`config.mk`:
```
export PLATFORM = sky130hd
export DESIGN_NAME = clock_divide_monitor_flat
export DESIGN_NICKNAME = d
export VERILOG_FILES = /design/src/rtl/clock_divide_monitor_if.sv /design/src/rtl/clock_divide_monitor.sv /design/src/flat_wrapper.sv
export SDC_FILE = /design/constraint.sdc
export NUM_CORES = 1
export LEC_CHECK = 0
export BUFFER_PORTS_ARGS = -buffer_cell sky130_fd_sc_hd__buf_2
export CAP_MARGIN = 25
export CORE_MARGIN = 4
export CORE_UTILIZATION = 35
export DETAILED_ROUTE_END_ITERATION = 7
export MAX_ROUTING_LAYER = met4
export PLACE_DENSITY = 0.58
export SYNTH_ARGS = -nofsm -noshare
export SYNTH_HDL_FRONTEND = slang
export SYNTH_SLANG_ARGS = --single-unit
```
`constraint.sdc`:
```
create_clock -name clkin -period 1.84 [get_ports clkin]
set_clock_uncertainty 0.05 [all_clocks]
set_input_delay 0.184 -clock clkin [delete_from_list [all_inputs] [get_ports clkin]]
set_output_delay 0.184 -clock clkin [all_outputs]
set_load 0.05 [all_outputs]
```
`src/rtl/clock_divide_monitor_if.sv`:
```
// clock_divide_monitor_if
//   Groups the measurement controls and results of clock_divide_monitor.
//   Parameter CNT_W: width of period/high-time values (default 8).
//   master: drives enable, div_in, exp_period, exp_high, clr_err and
//           observes the measurement results and flags.
//   slave : the monitor itself; sees the controls, drives period,
//           high_time, meas_valid, locked, err_period, err_high, err_stuck.
interface clock_divide_monitor_if #(
  parameter int CNT_W = 8
);
  logic             enable;
  logic             div_in;
  logic [CNT_W-1:0] exp_period;
  logic [CNT_W-1:0] exp_high;
  logic             clr_err;
  logic [CNT_W-1:0] period;
  logic [CNT_W-1:0] high_time;
  logic             meas_valid;
  logic             locked;
  logic             err_period;
  logic             err_high;
  logic             err_stuck;

  modport master (
    output enable, div_in, exp_period, exp_high, clr_err,
    input  period, high_time, meas_valid, locked,
           err_period, err_high, err_stuck
  );

  modport slave (
    input  enable, div_in, exp_period, exp_high, clr_err,
    output period, high_time, meas_valid, locked,
           err_period, err_high, err_stuck
  );
endinterface

```
`src/rtl/clock_divide_monitor.sv`:
```
// clock_divide_monitor
//   Samples a divided clock (div_in) as data on clkin, measures each period
//   and high time in clkin cycles, compares them with exp_period/exp_high,
//   and reports lock plus sticky period/high/stuck error flags.
// Parameters:
//   CNT_W    : counter and expected-value width (default 8)
//   LOCK_CNT : consecutive matching periods needed for locked (1..15)
// Ports:
//   clkin : fast clock, rising edge
//   reset : asynchronous, active-low
//   mon   : clock_divide_monitor_if.slave (controls in, results/flags out)
// Build option:
//   CLKMON_SYNC_EN : inserts two synchronizer flops ahead of the sample
//                    register (latency 2 -> 4 edges, values unchanged).
module clock_divide_monitor #(
  parameter int CNT_W    = 8,
  parameter int LOCK_CNT = 4
) (
  input  logic                   clkin,
  input  logic                   reset,
  clock_divide_monitor_if.slave  mon
);

  typedef enum logic [1:0] {IDLE, ARM, MEAS} state_t;

  localparam logic [CNT_W-1:0] ONE       = {{(CNT_W-1){1'b0}}, 1'b1};
  localparam logic [3:0]       LOCK_MAX  = 4'(LOCK_CNT);
  localparam logic [3:0]       LOCK_LAST = 4'(LOCK_CNT - 1);

  state_t           state;
  logic             s1;
  logic             s1_d;
  logic             s1_src;
  logic             rise;
  logic [CNT_W-1:0] pcnt;
  logic [CNT_W-1:0] hcnt;
  logic [3:0]       match_cnt;
  logic [CNT_W-1:0] period;
  logic [CNT_W-1:0] high_time;
  logic             meas_valid;
  logic             locked;
  logic             err_period;
  logic             err_high;
  logic             err_stuck;

`ifdef CLKMON_SYNC_EN
  logic sync0;
  logic sync1;

  always_ff @(posedge clkin or negedge reset) begin
    if (!reset) begin
      sync0 <= 1'b0;
      sync1 <= 1'b0;
    end else begin
      sync0 <= mon.div_in;
      sync1 <= sync0;
    end
  end

  assign s1_src = sync1;
`else
  assign s1_src = mon.div_in;
`endif

  always_ff @(posedge clkin or negedge reset) begin
    if (!reset) begin
      s1   <= 1'b0;
      s1_d <= 1'b0;
    end else begin
      s1   <= s1_src;
      s1_d <= s1;
    end
  end

  assign rise = s1 & ~s1_d;

  always_ff @(posedge clkin or negedge reset) begin
    if (!reset) begin
      state      <= IDLE;
      pcnt       <= '0;
      hcnt       <= '0;
      match_cnt  <= '0;
      period     <= '0;
      high_time  <= '0;
      meas_valid <= 1'b0;
      locked     <= 1'b0;
      err_period <= 1'b0;
      err_high   <= 1'b0;
      err_stuck  <= 1'b0;
    end else begin
      meas_valid <= 1'b0;
      // Clear first so that an error event later in this block overrides it.
      if (mon.clr_err) begin
        err_period <= 1'b0;
        err_high   <= 1'b0;
        err_stuck  <= 1'b0;
      end
      if (!mon.enable) begin
        state     <= IDLE;
        pcnt      <= '0;
        hcnt      <= '0;
        match_cnt <= '0;
        locked    <= 1'b0;
      end else begin
        case (state)
          IDLE: begin
            state <= ARM;
          end
          ARM: begin
            // The period in flight when arming is partial; start at a rise.
            if (rise) begin
              pcnt      <= ONE;
              hcnt      <= ONE;
              match_cnt <= '0;
              state     <= MEAS;
            end
          end
          MEAS: begin
            if (rise) begin
              period     <= pcnt;
              high_time  <= hcnt;
              meas_valid <= 1'b1;
              pcnt       <= ONE;
              hcnt       <= ONE;
              if (pcnt == mon.exp_period && hcnt == mon.exp_high) begin
                if (match_cnt < LOCK_MAX) match_cnt <= match_cnt + 4'd1;
                if (match_cnt >= LOCK_LAST) locked <= 1'b1;
              end else begin
                match_cnt <= '0;
                locked    <= 1'b0;
                if (pcnt != mon.exp_period) err_period <= 1'b1;
                if (hcnt != mon.exp_high)   err_high   <= 1'b1;
              end
            end else if (pcnt == '1) begin
              // Counter is full with no rise: declare the input stuck
              // rather than wrapping, and rearm on the next rise.
              err_stuck <= 1'b1;
              locked    <= 1'b0;
              match_cnt <= '0;
              pcnt      <= '0;
              hcnt      <= '0;
              state     <= ARM;
            end else begin
              pcnt <= pcnt + ONE;
              hcnt <= hcnt + {{(CNT_W-1){1'b0}}, s1};
            end
          end
          default: state <= IDLE;
        endcase
      end
    end
  end

  assign mon.period     = period;
  assign mon.high_time  = high_time;
  assign mon.meas_valid = meas_valid;
  assign mon.locked     = locked;
  assign mon.err_period = err_period;
  assign mon.err_high   = err_high;
  assign mon.err_stuck  = err_stuck;

endmodule

```
`src/flat_wrapper.sv`:
```
// flat-port wrapper written by rule: the top's interface ports become plain ports
module clock_divide_monitor_flat 
#(
  parameter int CNT_W    = 8,
  parameter int LOCK_CNT = 4
)
  (clkin, reset, mon_enable, mon_div_in, mon_exp_period, mon_exp_high, mon_clr_err, mon_period, mon_high_time, mon_meas_valid, mon_locked, mon_err_period, mon_err_high, mon_err_stuck);
  clock_divide_monitor_if #(.CNT_W(CNT_W)) mon_i ();
  input  logic clkin;
  input  logic reset;
  input wire logic [$bits(mon_i.enable)-1:0] mon_enable;
  input wire logic [$bits(mon_i.div_in)-1:0] mon_div_in;
  input wire logic [$bits(mon_i.exp_period)-1:0] mon_exp_period;
  input wire logic [$bits(mon_i.exp_high)-1:0] mon_exp_high;
  input wire logic [$bits(mon_i.clr_err)-1:0] mon_clr_err;
  output wire logic [$bits(mon_i.period)-1:0] mon_period;
  output wire logic [$bits(mon_i.high_time)-1:0] mon_high_time;
  output wire logic [$bits(mon_i.meas_valid)-1:0] mon_meas_valid;
  output wire logic [$bits(mon_i.locked)-1:0] mon_locked;
  output wire logic [$bits(mon_i.err_period)-1:0] mon_err_period;
  output wire logic [$bits(mon_i.err_high)-1:0] mon_err_high;
  output wire logic [$bits(mon_i.err_stuck)-1:0] mon_err_stuck;
  assign mon_i.enable = mon_enable;
  assign mon_i.div_in = mon_div_in;
  assign mon_i.exp_period = mon_exp_period;
  assign mon_i.exp_high = mon_exp_high;
  assign mon_i.clr_err = mon_clr_err;
  assign mon_period = mon_i.period;
  assign mon_high_time = mon_i.high_time;
  assign mon_meas_valid = mon_i.meas_valid;
  assign mon_locked = mon_i.locked;
  assign mon_err_period = mon_i.err_period;
  assign mon_err_high = mon_i.err_high;
  assign mon_err_stuck = mon_i.err_stuck;
  clock_divide_monitor #(.CNT_W(CNT_W), .LOCK_CNT(LOCK_CNT)) u_core (.clkin(clkin), .reset(reset), .mon(mon_i));
endmodule
```
; Word-level counts from Yosys, hierarchy flattened
; Cells that the tools add are included.
[classes]
addsub = 3
magnitude_cmp = 2
eq_ne = 16
muxes = 47
bitwise_logic = 2
n_reduce_logical = 7
[ops]
columns = cell, n
row1 = $mux W8, 7
row2 = $pmux W8 S2, 2
row3 = $mux W1, 26
row4 = $mux W4, 6
row5 = $eq A8 B8 Y1, 2
row6 = $ne A8 B8 Y1, 2
row7 = $reduce_and A3 Y1, 3
row8 = $add A8 B1 Y8, 1
row9 = $add A8 B1 Y8 const B, 1
row10 = $eq A8 B8 Y1 const B, 1
row11 = $mux W2, 4
row12 = $pmux W4 S2, 1
row13 = $ne A3 B1 Y1 const B, 2
row14 = $ne A3 B2 Y1 const B, 2
row15 = $pmux W2 S3, 1
row16 = $ne A5 B5 Y1 const B, 1
row17 = $add A4 B1 Y4 const B, 1
row18 = $ge A4 B2 Y1 const B, 1
row19 = $lt A4 B3 Y1 const B, 1
row20 = $ne A4 B2 Y1 const B, 1
row21 = $ne A4 B4 Y1 const B, 1
row22 = $reduce_and A4 Y1, 1
row23 = $ne A3 B3 Y1 const B, 1
row24 = $eq A2 B1 Y1 const B, 1
row25 = 7 further kinds, 7
[word_totals]
regBits = 45
inputBits = 21
out_inout_bits = 21
elab_cells = 90

; Logic depth before layout (Yosys ltp)
; Gate-level depths: netlist of run 1.
[depth]
ltp_word = 6
depth_mapped = 7
depth_no_buf = 6

; Least setup slack after synthesis of run 1
; Ideal clock, no wire load.
[synth_path]
path_type = register -> register
from = register u_core.pcnt[0]
to = register u_core.match_cnt[1]
setup_time_ns = 0.121
arrival_ns = 1.367
t_required_ns = 1.669
slack_ns = 0.302
path_stages_with_launch = 7
path_buffers = 0
period_less_slack_ns = 1.538
path_cell_list = dfrtp_1 -> ha_1 -> nand3_1 -> nor2_2 -> o21ai_2 -> o21ai_0 -> a22o_1
[synth_between]
elab_chain_cells = 6
elab_cells_between_ends = 10
cone_classes = eq/ne (4) / mux (4) / reduce/logical (2)
[synth_rtl]
columns = element, line_no
row1 = from (decl), clock_divide_monitor.sv:35  ; logic [CNT_W-1:0] pcnt;
row2 = from (signal assigned), clock_divide_monitor.sv:144  ; pcnt <= pcnt + ONE;
row3 = $eq A8 B8 Y1, clock_divide_monitor.sv:125  ; if (pcnt == mon.exp_period && hcnt == mon.exp_high) begin
row4 = $logic_and A1 B1 Y1, clock_divide_monitor.sv:125
row5 = $mux W4, clock_divide_monitor.sv:125
row6 = $mux W4, clock_divide_monitor.sv:119  ; if (rise) begin
row7 = $pmux W4 S2, clock_divide_monitor.sv:105  ; case (state)
row8 = $mux W4, clock_divide_monitor.sv:98  ; if (!mon.enable) begin
row9 = to (signal assigned), clock_divide_monitor.sv:126  ; if (match_cnt < LOCK_MAX) match_cnt <= match_cnt + 4'd1;
row10 = to (decl), clock_divide_monitor.sv:37  ; logic [3:0] match_cnt;
; Parallel ways exist; a longest one is shown, timed or not.
; A chain may end at the register's enable or synchronous reset.

; Worst setup path after layout of run 1
[layout_path]
from = register u_core.hcnt[1]
to = register u_core.match_cnt[2]
[layout_between]
elab_chain_cells = 6
elab_cells_between_ends = 8
cone_classes = eq/ne (2) / mux (4) / reduce/logical (2)
[layout_rtl]
columns = element, line_no
row1 = from (decl), clock_divide_monitor.sv:36  ; logic [CNT_W-1:0] hcnt;
row2 = from (signal assigned), clock_divide_monitor.sv:145  ; hcnt <= hcnt + {{(CNT_W-1){1'b0}}, s1};
row3 = $eq A8 B8 Y1 *, clock_divide_monitor.sv:125
row4 = $logic_and A1 B1 Y1 *, clock_divide_monitor.sv:125
row5 = $mux W4, clock_divide_monitor.sv:125
row6 = $mux W4, clock_divide_monitor.sv:119
row7 = $pmux W4 S2, clock_divide_monitor.sv:105
row8 = $mux W4, clock_divide_monitor.sv:98
; Every way passes the cells marked *; elsewhere a longest branch is shown, timed or not.

==> impl_metrics.tcl, run 1 <==
set metrics [dict create \
    cts_tree "built" \
    grt_pass1_vias 1630 \
    drv_slew 0 \
    ys_ff_latch 45 \
    async_flop_share 1.00 \
    start_kind "flop" \
    drt_pass1_iterations 4 \
    dp_hpwl_um 3610 \
    drt_wl_total_um 4680 \
    reg2reg_depth 5 \
    worstPathArrival_ps 1880 \
    r2r-start "u_core.hcnt[1]" \
    final_common_cell "dfrtp_1" \
    fin_tns_setup_ps 0 \
    htree_num_levels 2 \
    grt_use_total 0.140 \
    r2r-end "u_core.match_cnt[2]" \
    io_buffers 41 \
    m1WireLength_um 2270 \
    fp-row-count 28 \
    final_cell_mix "dfrtp_1 (44), buf_2 (41), xnor2_1 (19), nor2_1 (19), nand2_1 (16)" \
    drive_gt1_frac 0.343 \
    grt_max_degree 25 \
    ys.flop_type "dfrtp_1" \
    path_clk_slew_ps 80 \
    antenna_found_initial 0 \
    core-area_mm2 0.00603 \
    syn2layout_area_growth_pct 21.5 \
    drv_cap 0 \
    hold_end "u_core.mon.err_stuck" \
    ys.warnings.count 0 \
    worst-r2r-setup-slack_ps 150 \
    netlist_area_mm2 0.00221 \
    hold_start "mon_clr_err" \
    diodes 0 \
    grt_pass1_wl_um 8050 \
    relSlewSlack 0.640 \
    rsz0062_at_grt "no" \
    syn_avg_cell_area_um2 11.1 \
    tightest_slew_ps 540 \
    dr_wl_met2_um 2090 \
    setup_viol 0 \
    critPathKind "reg -> reg" \
    yosysTopAreaCell "dfrtp_1" \
    place_congestion 0.791 \
    synth_edf_count 0 \
    cts.sinks 45 \
    min_path_cells 2 \
    die_area_mm2 0.00766 \
    synthesis.nets 224 \
    status "finished, final reports clean" \
    p_per_area_mw_per_mm2 654 \
    wl_per_cell_um 14.3 \
    max_freq_mhz 590 \
    cts-root-buf "clkbuf_8" \
    drt_iter0_drc 62 \
    drc 0 \
    hold_violations 0 \
    synth.yosys.seq_area_share 0.509 \
    io_pins 42 \
    synthDistinctLibCells 42 \
    synth_area_leaders "dfrtp_1 (51%), mux2_2 (7.6%), xnor2_1 (7.5%)" \
    p_leak_uw 0.00129 \
    holdWs_ps 68.0 \
    yosys.area.top_type_share 0.509 \
    ant_nets 0 \
    fin_crit_sh 0.920 \
    worstPathRequired_ps 2020 \
    cts_buffer_depth 2 \
    critPathCaptureType "flop" \
    vias 1612 \
    die-width_um 87.5 \
    fin_crit_ps 1690 \
    crit_fanout 5 \
    die_y_um 87.5 \
    overflow 0 \
    vdd_drop_max_mv 0.343 \
    nets 277 \
    vias_per_cell 4.94 \
    top_layer_used "met4" \
    route.met3.wl_um 275 \
    p_total_uw 1760 \
    clock_latency_ps 290 \
    cts_buffers 5 \
    hp-class "in -> reg" \
    syn_inst 199 \
    start_util 0.367 \
]
-- sequential cells by signal, indices dropped and copies added, names as in the netlist --
name	flops
u_core.hcnt	8
u_core.mon.high_time	8
u_core.mon.period	8
u_core.pcnt	8
u_core.match_cnt	4
u_core.state	2
u_core.mon.err_high	1
u_core.mon.err_period	1
u_core.mon.err_stuck	1
u_core.mon.locked	1
u_core.mon.meas_valid	1
u_core.s1	1
u_core.s1_d	1
-- area by class of cell --
| cell class | count | area [um^2] |
|---|---|---|
| tap | 75 | 93.8 |
| fill | 569 | 3340 |
| timing repair buffer | 54 | 333 |
| clock inverter | 1 | 5.00 |
| sequential | 45 | 1130 |
| multi-input combinational | 141 | 1040 |
| inverter | 5 | 18.8 |
| clock buffer | 5 | 68.8 |
-- Yosys cell counts, types with 3 or more instances --
cell type   n
dfrtp_1    45
nor2_1     19
xnor2_1    19
nand2_1    16
mux2_2     15
o21ai_0     9
nand4_1     8
xor2_1      8
buf_2       5
inv_1       5
nand3_1     5
ha_1        4
and2_1      3
o22ai_1     3
-- worst max-delay path by stage --
stage,startpoint,to,slack (ps),cells after the start
global route,u_core.state[0],u_core.match_cnt[1],40,5
CTS,u_core.pcnt[0],u_core.match_cnt[1],80,6
detailed placement,u_core.pcnt[0],u_core.match_cnt[1],100,6
floorplan,u_core.pcnt[0],u_core.match_cnt[1],300,6
finish,u_core.hcnt[1],u_core.match_cnt[2],150,5
global placement,u_core.hcnt[1],u_core.match_cnt[2],110,5
-- cell families after synthesis --
logic type / count (synthesis) / synth area share
adder cells (fa/ha/maj): 4 / 0.0226
XOR/XNOR: 27 / 0.107
flip-flops: 45 / 0.509
multiplexers: 15 / 0.0763
AND/OR/NAND/NOR: 69 / 0.178
AO/OA/AOI/OAI: 26 / 0.0791
buffers and inverters: 13 / 0.0283
-- power by group --
group	leakage, uW	switching, uW	internal, uW	total (uW)
Clock	0.0000399	309	250	560
Sequential	0.000616	18.6	1000	1020
Combinational	0.000633	103	73.1	176
-- worst max-delay path, cell delays in order, from the launching register on --
cell and delay [ps]:
dfrtp_1 440, xnor2_1 220, nand4_1 170, nor4_2 380, and2_1 230, o22a_1 150
-- per-layer routing --
layer	global-route usage	vias up
met3	0.0369	5
met5	-	-
met2	0.205	39
met4	0.0418	0
li1	-	792
met1	0.191	776
-- stage by stage --
step	utilization	std cells	area, um^2	worst slack (ps)
finish	0.446	326	2690	146
global route	0.446	326	2690	37.6
CTS	0.443	326	2670	82.3
detailed placement	0.428	318	2580	97.1
global placement	0.428	318	2580	106
floorplan	-	199	2210	302
-- what timing repair did --
item | CTS | global route
endpoints found under the setup margin | 0 | 14
setup buffers | 0 | 0
hold endpoints to repair | 22 | 0
hold buffers | 2 | 0
resized for setup | 0 | 4
Note: power is estimated with default switching activity, not from simulation.
==> run 2, diff against run 1 <==
==> constraint.sdc (replaced) <==
create_clock -name clkin -period 1.84 [get_ports clkin]
set_clock_uncertainty 0.05 [all_clocks]
set_input_delay 0.092 -clock clkin [delete_from_list [all_inputs] [get_ports clkin]]
set_output_delay 0.092 -clock clkin [all_outputs]
set_load 0.05 [all_outputs]
==> impl_metrics.tcl, run 2 (synthesis results as in run 1) <==
set metrics [dict create \
    status "finished, final reports clean" \
    hold_violations 0 \
    grt_pass1_vias 1630 \
    drv_slew 0 \
    grt_pass1_wl_um 8050 \
    p_leak_uw 0.00129 \
    start_kind "flop" \
    die_y_um 87.5 \
    grt_max_degree 25 \
    drc 0 \
    max_freq_mhz 591 \
    diodes 0 \
    core-area_mm2 0.00603 \
    cts_buffer_depth 2 \
    hp-class "in -> reg" \
    rsz0062_at_grt "no" \
    overflow 0 \
    seqCellArea_mm2 0.00113 \
    cpPeakStageDelay_ps 440 \
    antenna_found_initial 0 \
    vias_per_cell 4.94 \
    critPathKind "reg -> reg" \
    cts.sinks 45 \
    critPathCaptureType "flop" \
    cts-root-buf "clkbuf_8" \
    wl_per_cell_um 14.3 \
    fin_crit_sh 0.920 \
    p_per_area_mw_per_mm2 652 \
    die-width_um 87.5 \
    holdWs_ps 94.6 \
    drt_wl_total_um 4690 \
    dp_cells 318 \
    fin_cells 327 \
    drv_cap 0 \
    m1WireLength_um 2270 \
    io_pins 42 \
    cts_tree "built" \
    start_util 0.367 \
    tightest_slew_ps 540 \
    place_congestion 0.791 \
    drt_iter0_drc 64 \
    worstPathArrival_ps 1880 \
    drive_gt1_frac 0.341 \
    clock_latency_ps 290 \
    final_cell_mix "dfrtp_1 (44), buf_2 (41), xnor2_1 (19), nor2_1 (19), nand2_1 (16)" \
    top_layer_used "met4" \
    vias 1616 \
    setup_ws_ps 147 \
    post-place-ws_ps 97.1 \
    syn2layout_area_growth_pct 21.9 \
    route.met3.wl_um 266 \
    io_buffers 41 \
    worstPathRequired_ps 2020 \
    fp-row-count 28 \
    cts_buffers 5 \
    multi_input_area_mm2 0.00104 \
    num-fill-cells 568 \
    grt_use_total 0.140 \
    path_clk_slew_ps 80 \
    drt_pass1_iterations 4 \
    fin_crit_ps 1690 \
    dr_wl_met2_um 2100 \
    nets 278 \
    crit_path_top_delay_cell "dfrtp_1" \
    htree_num_levels 2 \
    ant_nets 0 \
    fin_tns_setup_ps 0 \
    crit_chain "xnor2_1 -> nand4_1 -> nor4_2 -> and2_1 -> o22a_1" \
    die_area_mm2 0.00766 \
    crit_fanout 5 \
    setup_viol 0 \
    utilization 0.448 \
    dp_hpwl_um 3610 \
    relSlewSlack 0.640 \
    final_common_cell "dfrtp_1" \
    vdd_drop_max_mv 0.343 \
]
## run 2: cell types whose count changed in the layout (fill, tap and decap cells not counted)
cell | previous run | this run
dlygate4sd3_1 | 2 | 3
## run 2: layer usage
layer	vias to the layer above	GRT usage
met5	-	-
met3	5	0.0369
li1	794	-
met1	780	0.191
met2	37	0.205
met4	0	0.0418
## run 2: metrics by stage
stage | cell area [um^2] | total power, uW
final | 2700 | 1760
after global routing | 2700 | 1850
after CTS | 2680 | 1790
after detailed placement | 2580 | 1220
after global placement | 2580 | 1220
after floorplan | 2210 | 1140
## run 2: path summary, 6_finish.rpt
| kind | startpoint | endpoint | slack, ps | depth (start not counted) |
|---|---|---|---|---|
| hold / removal | mon_enable | u_core.mon.locked | 90 | 3 |
| setup / recovery | u_core.hcnt[1] | u_core.match_cnt[2] | 150 | 5 |
| setup reg to reg | u_core.hcnt[1] | u_core.match_cnt[2] | 150 | 5 |
| min in group asynchronous | reset | u_core.state[1] | 260 | 2 |
| hold reg to reg | u_core.mon.high_time[2] | u_core.mon.high_time[2] | 430 | 2 |
| max in group asynchronous | reset | u_core.pcnt[0] | 960 | 3 |
## run 2: worst max-delay path: cells and delay by family, from the launching register on
kind / cells / cell delay, ps
AO/OA/AOI/OAI: 1 / 150
XOR/XNOR: 1 / 220
flip-flops: 1 / 440
AND/OR/NAND/NOR: 3 / 780
## run 2: what timing repair did
| action | CTS | global route |
|---|---|---|
| endpoints found under the hold margin | 25 | 0 |
| endpoints found under the setup margin | 0 | 14 |
| hold buffers | 3 | 0 |
| buffers inserted | 0 | 0 |
| resized for setup | 0 | 4 |
## run 2: area by class of cell
type	instances	area share
repair buffers	55	0.127
clock buffers	5	0.0255
clock inverters	1	0.00185
flip-flops and latches	45	0.418
inverters	5	0.00695
well taps	75	0.0348
multi-input cells	141	0.386
## run 2: report_power, final
group / total, uW / leakage, uW / internal, uW / switching [uW]
clock network: 559 / 0.0000399 / 250 / 309
registers: 1020 / 0.000616 / 1000 / 18.6
logic: 177 / 0.000638 / 74.5 / 103
total: 1760 / 0.00129 / 1330 / 431
==> run 3, diff against run 2 <==
- CELL_PAD_IN_SITES_DETAIL_PLACEMENT: not set -> 1
- CELL_PAD_IN_SITES_GLOBAL_PLACEMENT: not set -> 1
- MAX_ROUTING_LAYER: met4 -> not set
- PLACE_DENSITY: 0.58 -> 0.69
==> impl_metrics.tcl, run 3 (synthesis results as in run 1) <==
set metrics [dict create \
    status "finished, final reports clean" \
    vias_per_cell 5.02 \
    crit_chain "xnor2_1 -> nand4_1 -> nor4_2 -> and2_1 -> a22o_1" \
    drive_gt1_frac 0.351 \
    io_pins 42 \
    drv_cap 0 \
    antenna_found_initial 0 \
    hp-class "in -> reg" \
    reg2reg_depth 5 \
    die_y_um 87.5 \
    fin_crit_sh 0.951 \
    worstPathRequired_ps 2020 \
    place_congestion 0.793 \
    critPathCaptureType "flop" \
    core-area_mm2 0.00603 \
    cts-root-buf "clkbuf_8" \
    start_util 0.367 \
    cts_buffer_depth 2 \
    cts_tree "built" \
    postLayoutCellArea_mm2 0.00271 \
    io_buffers 41 \
    tightest_slew_ps 556 \
    cts_setup_buffers 0 \
    drv_slew 0 \
    grt_use_total 0.143 \
    die_area_mm2 0.00766 \
    diodes 0 \
    grt_pass1_vias 1727 \
    p_total_uw 1960 \
    crit_path_top_delay_cell "dfrtp_1" \
    htree_num_levels 2 \
    vias 1636 \
    relSlewSlack 0.629 \
    start_kind "flop" \
    fp-row-count 28 \
    wl_per_cell_um 15.1 \
    setup_viol 0 \
    fin_crit_ps 1750 \
    path_clk_slew_ps 90 \
    p_per_area_mw_per_mm2 721 \
    clock_latency_ps 290 \
    dp_hpwl_um 3760 \
    holdWs_ps 101 \
    min_path_cells 2 \
    drc 0 \
    rsz0062_at_grt "no" \
    worstPathArrival_ps 1930 \
    hold_violations 0 \
    fin_tns_setup_ps 0 \
    drt_iter0_drc 46 \
    final_common_cell "dfrtp_1" \
    overflow 0 \
    grt_max_degree 24 \
    drt_pass1_iterations 4 \
    cpPeakStageDelay_ps 470 \
    critPathKind "reg -> reg" \
    syn2layout_area_growth_pct 22.4 \
    nets 275 \
    max_freq_mhz 571 \
    dpl_cell_area_mm2 0.00254 \
    grt_pass1_wl_um 8590 \
    cts_buffers 5 \
    vdd_drop_max_mv 0.436 \
    ant_nets 0 \
    die-width_um 87.5 \
    drt_wl_total_um 4930 \
    cts.sinks 45 \
    p_leak_uw 0.00128 \
    crit_fanout 7 \
    final_cell_mix "dfrtp_1 (43), buf_2 (41), xnor2_1 (19)" \
]
## run 3: cell types whose count changed in the layout (fill, tap and decap cells not counted), sizes merged
cell / before / now
buf: 52 / 49
bufinv: 0 / 1
clkbuf: 5 / 6
## run 3: worst paths after layout
path / from / endpoint / slack, ps
setup / recovery: u_core.pcnt[4] / u_core.match_cnt[1] / 90
hold / removal: mon_enable / u_core.state[0] / 100
min in group asynchronous: reset / u_core.mon.high_time[2] / 270
setup reg to reg: u_core.pcnt[4] / u_core.match_cnt[1] / 90
hold reg to reg: u_core.mon.high_time[2] / u_core.mon.high_time[2] / 430
max in group asynchronous: reset / u_core.mon.period[7] / 940
## run 3: layout make-up
class,count,area (um^2)
inverter,5,18.8
clock buffer,6,72.6
sequential,45,1130
timing repair buffer,52,308
multi-input combinational,141,1050
tap,75,93.8
fill,709,3320
clock inverter,2,38.8
## run 3: power breakdown
group / leakage [uW] / internal [uW] / switching (uW)
combinational: 0.000613 / 79.0 / 106
sequential: 0.000615 / 1000 / 17.5
clock: 0.0000554 / 408 / 340
## run 3: timing repair
action	CTS	global route
hold endpoints to repair	26	0
endpoints found under the setup margin	0	16
hold buffers	3	0
resized for setup	0	7
## run 3: critical path: cells and delay by family (launching register included)
kind | cells | cell delay [ps]
DFF | 1 | 470
AOI/OAI and AO/OA | 1 | 150
xor gates and xnor gates | 1 | 190
and+or+nand+nor | 3 | 830
## run 3: metrics by stage
stage               instances  worst slack [ps]   util
floorplan                 199               302      -
global placement          315               129  0.422
detailed placement        315              74.3  0.422
CTS                       326              44.9  0.445
global route              326              2.23  0.450
finish                    326              90.0  0.450
## run 3: per-layer routing
layer | up-vias | track usage | part of all wire
met3 | 5 | 0.0246 | 0.046
met4 | 0 | 0.0335 | 0.0099
li1 | 790 | - | -
met2 | 38 | 0.232 | 0.45
met5 | - | 0 | 0
met1 | 803 | 0.198 | 0.49
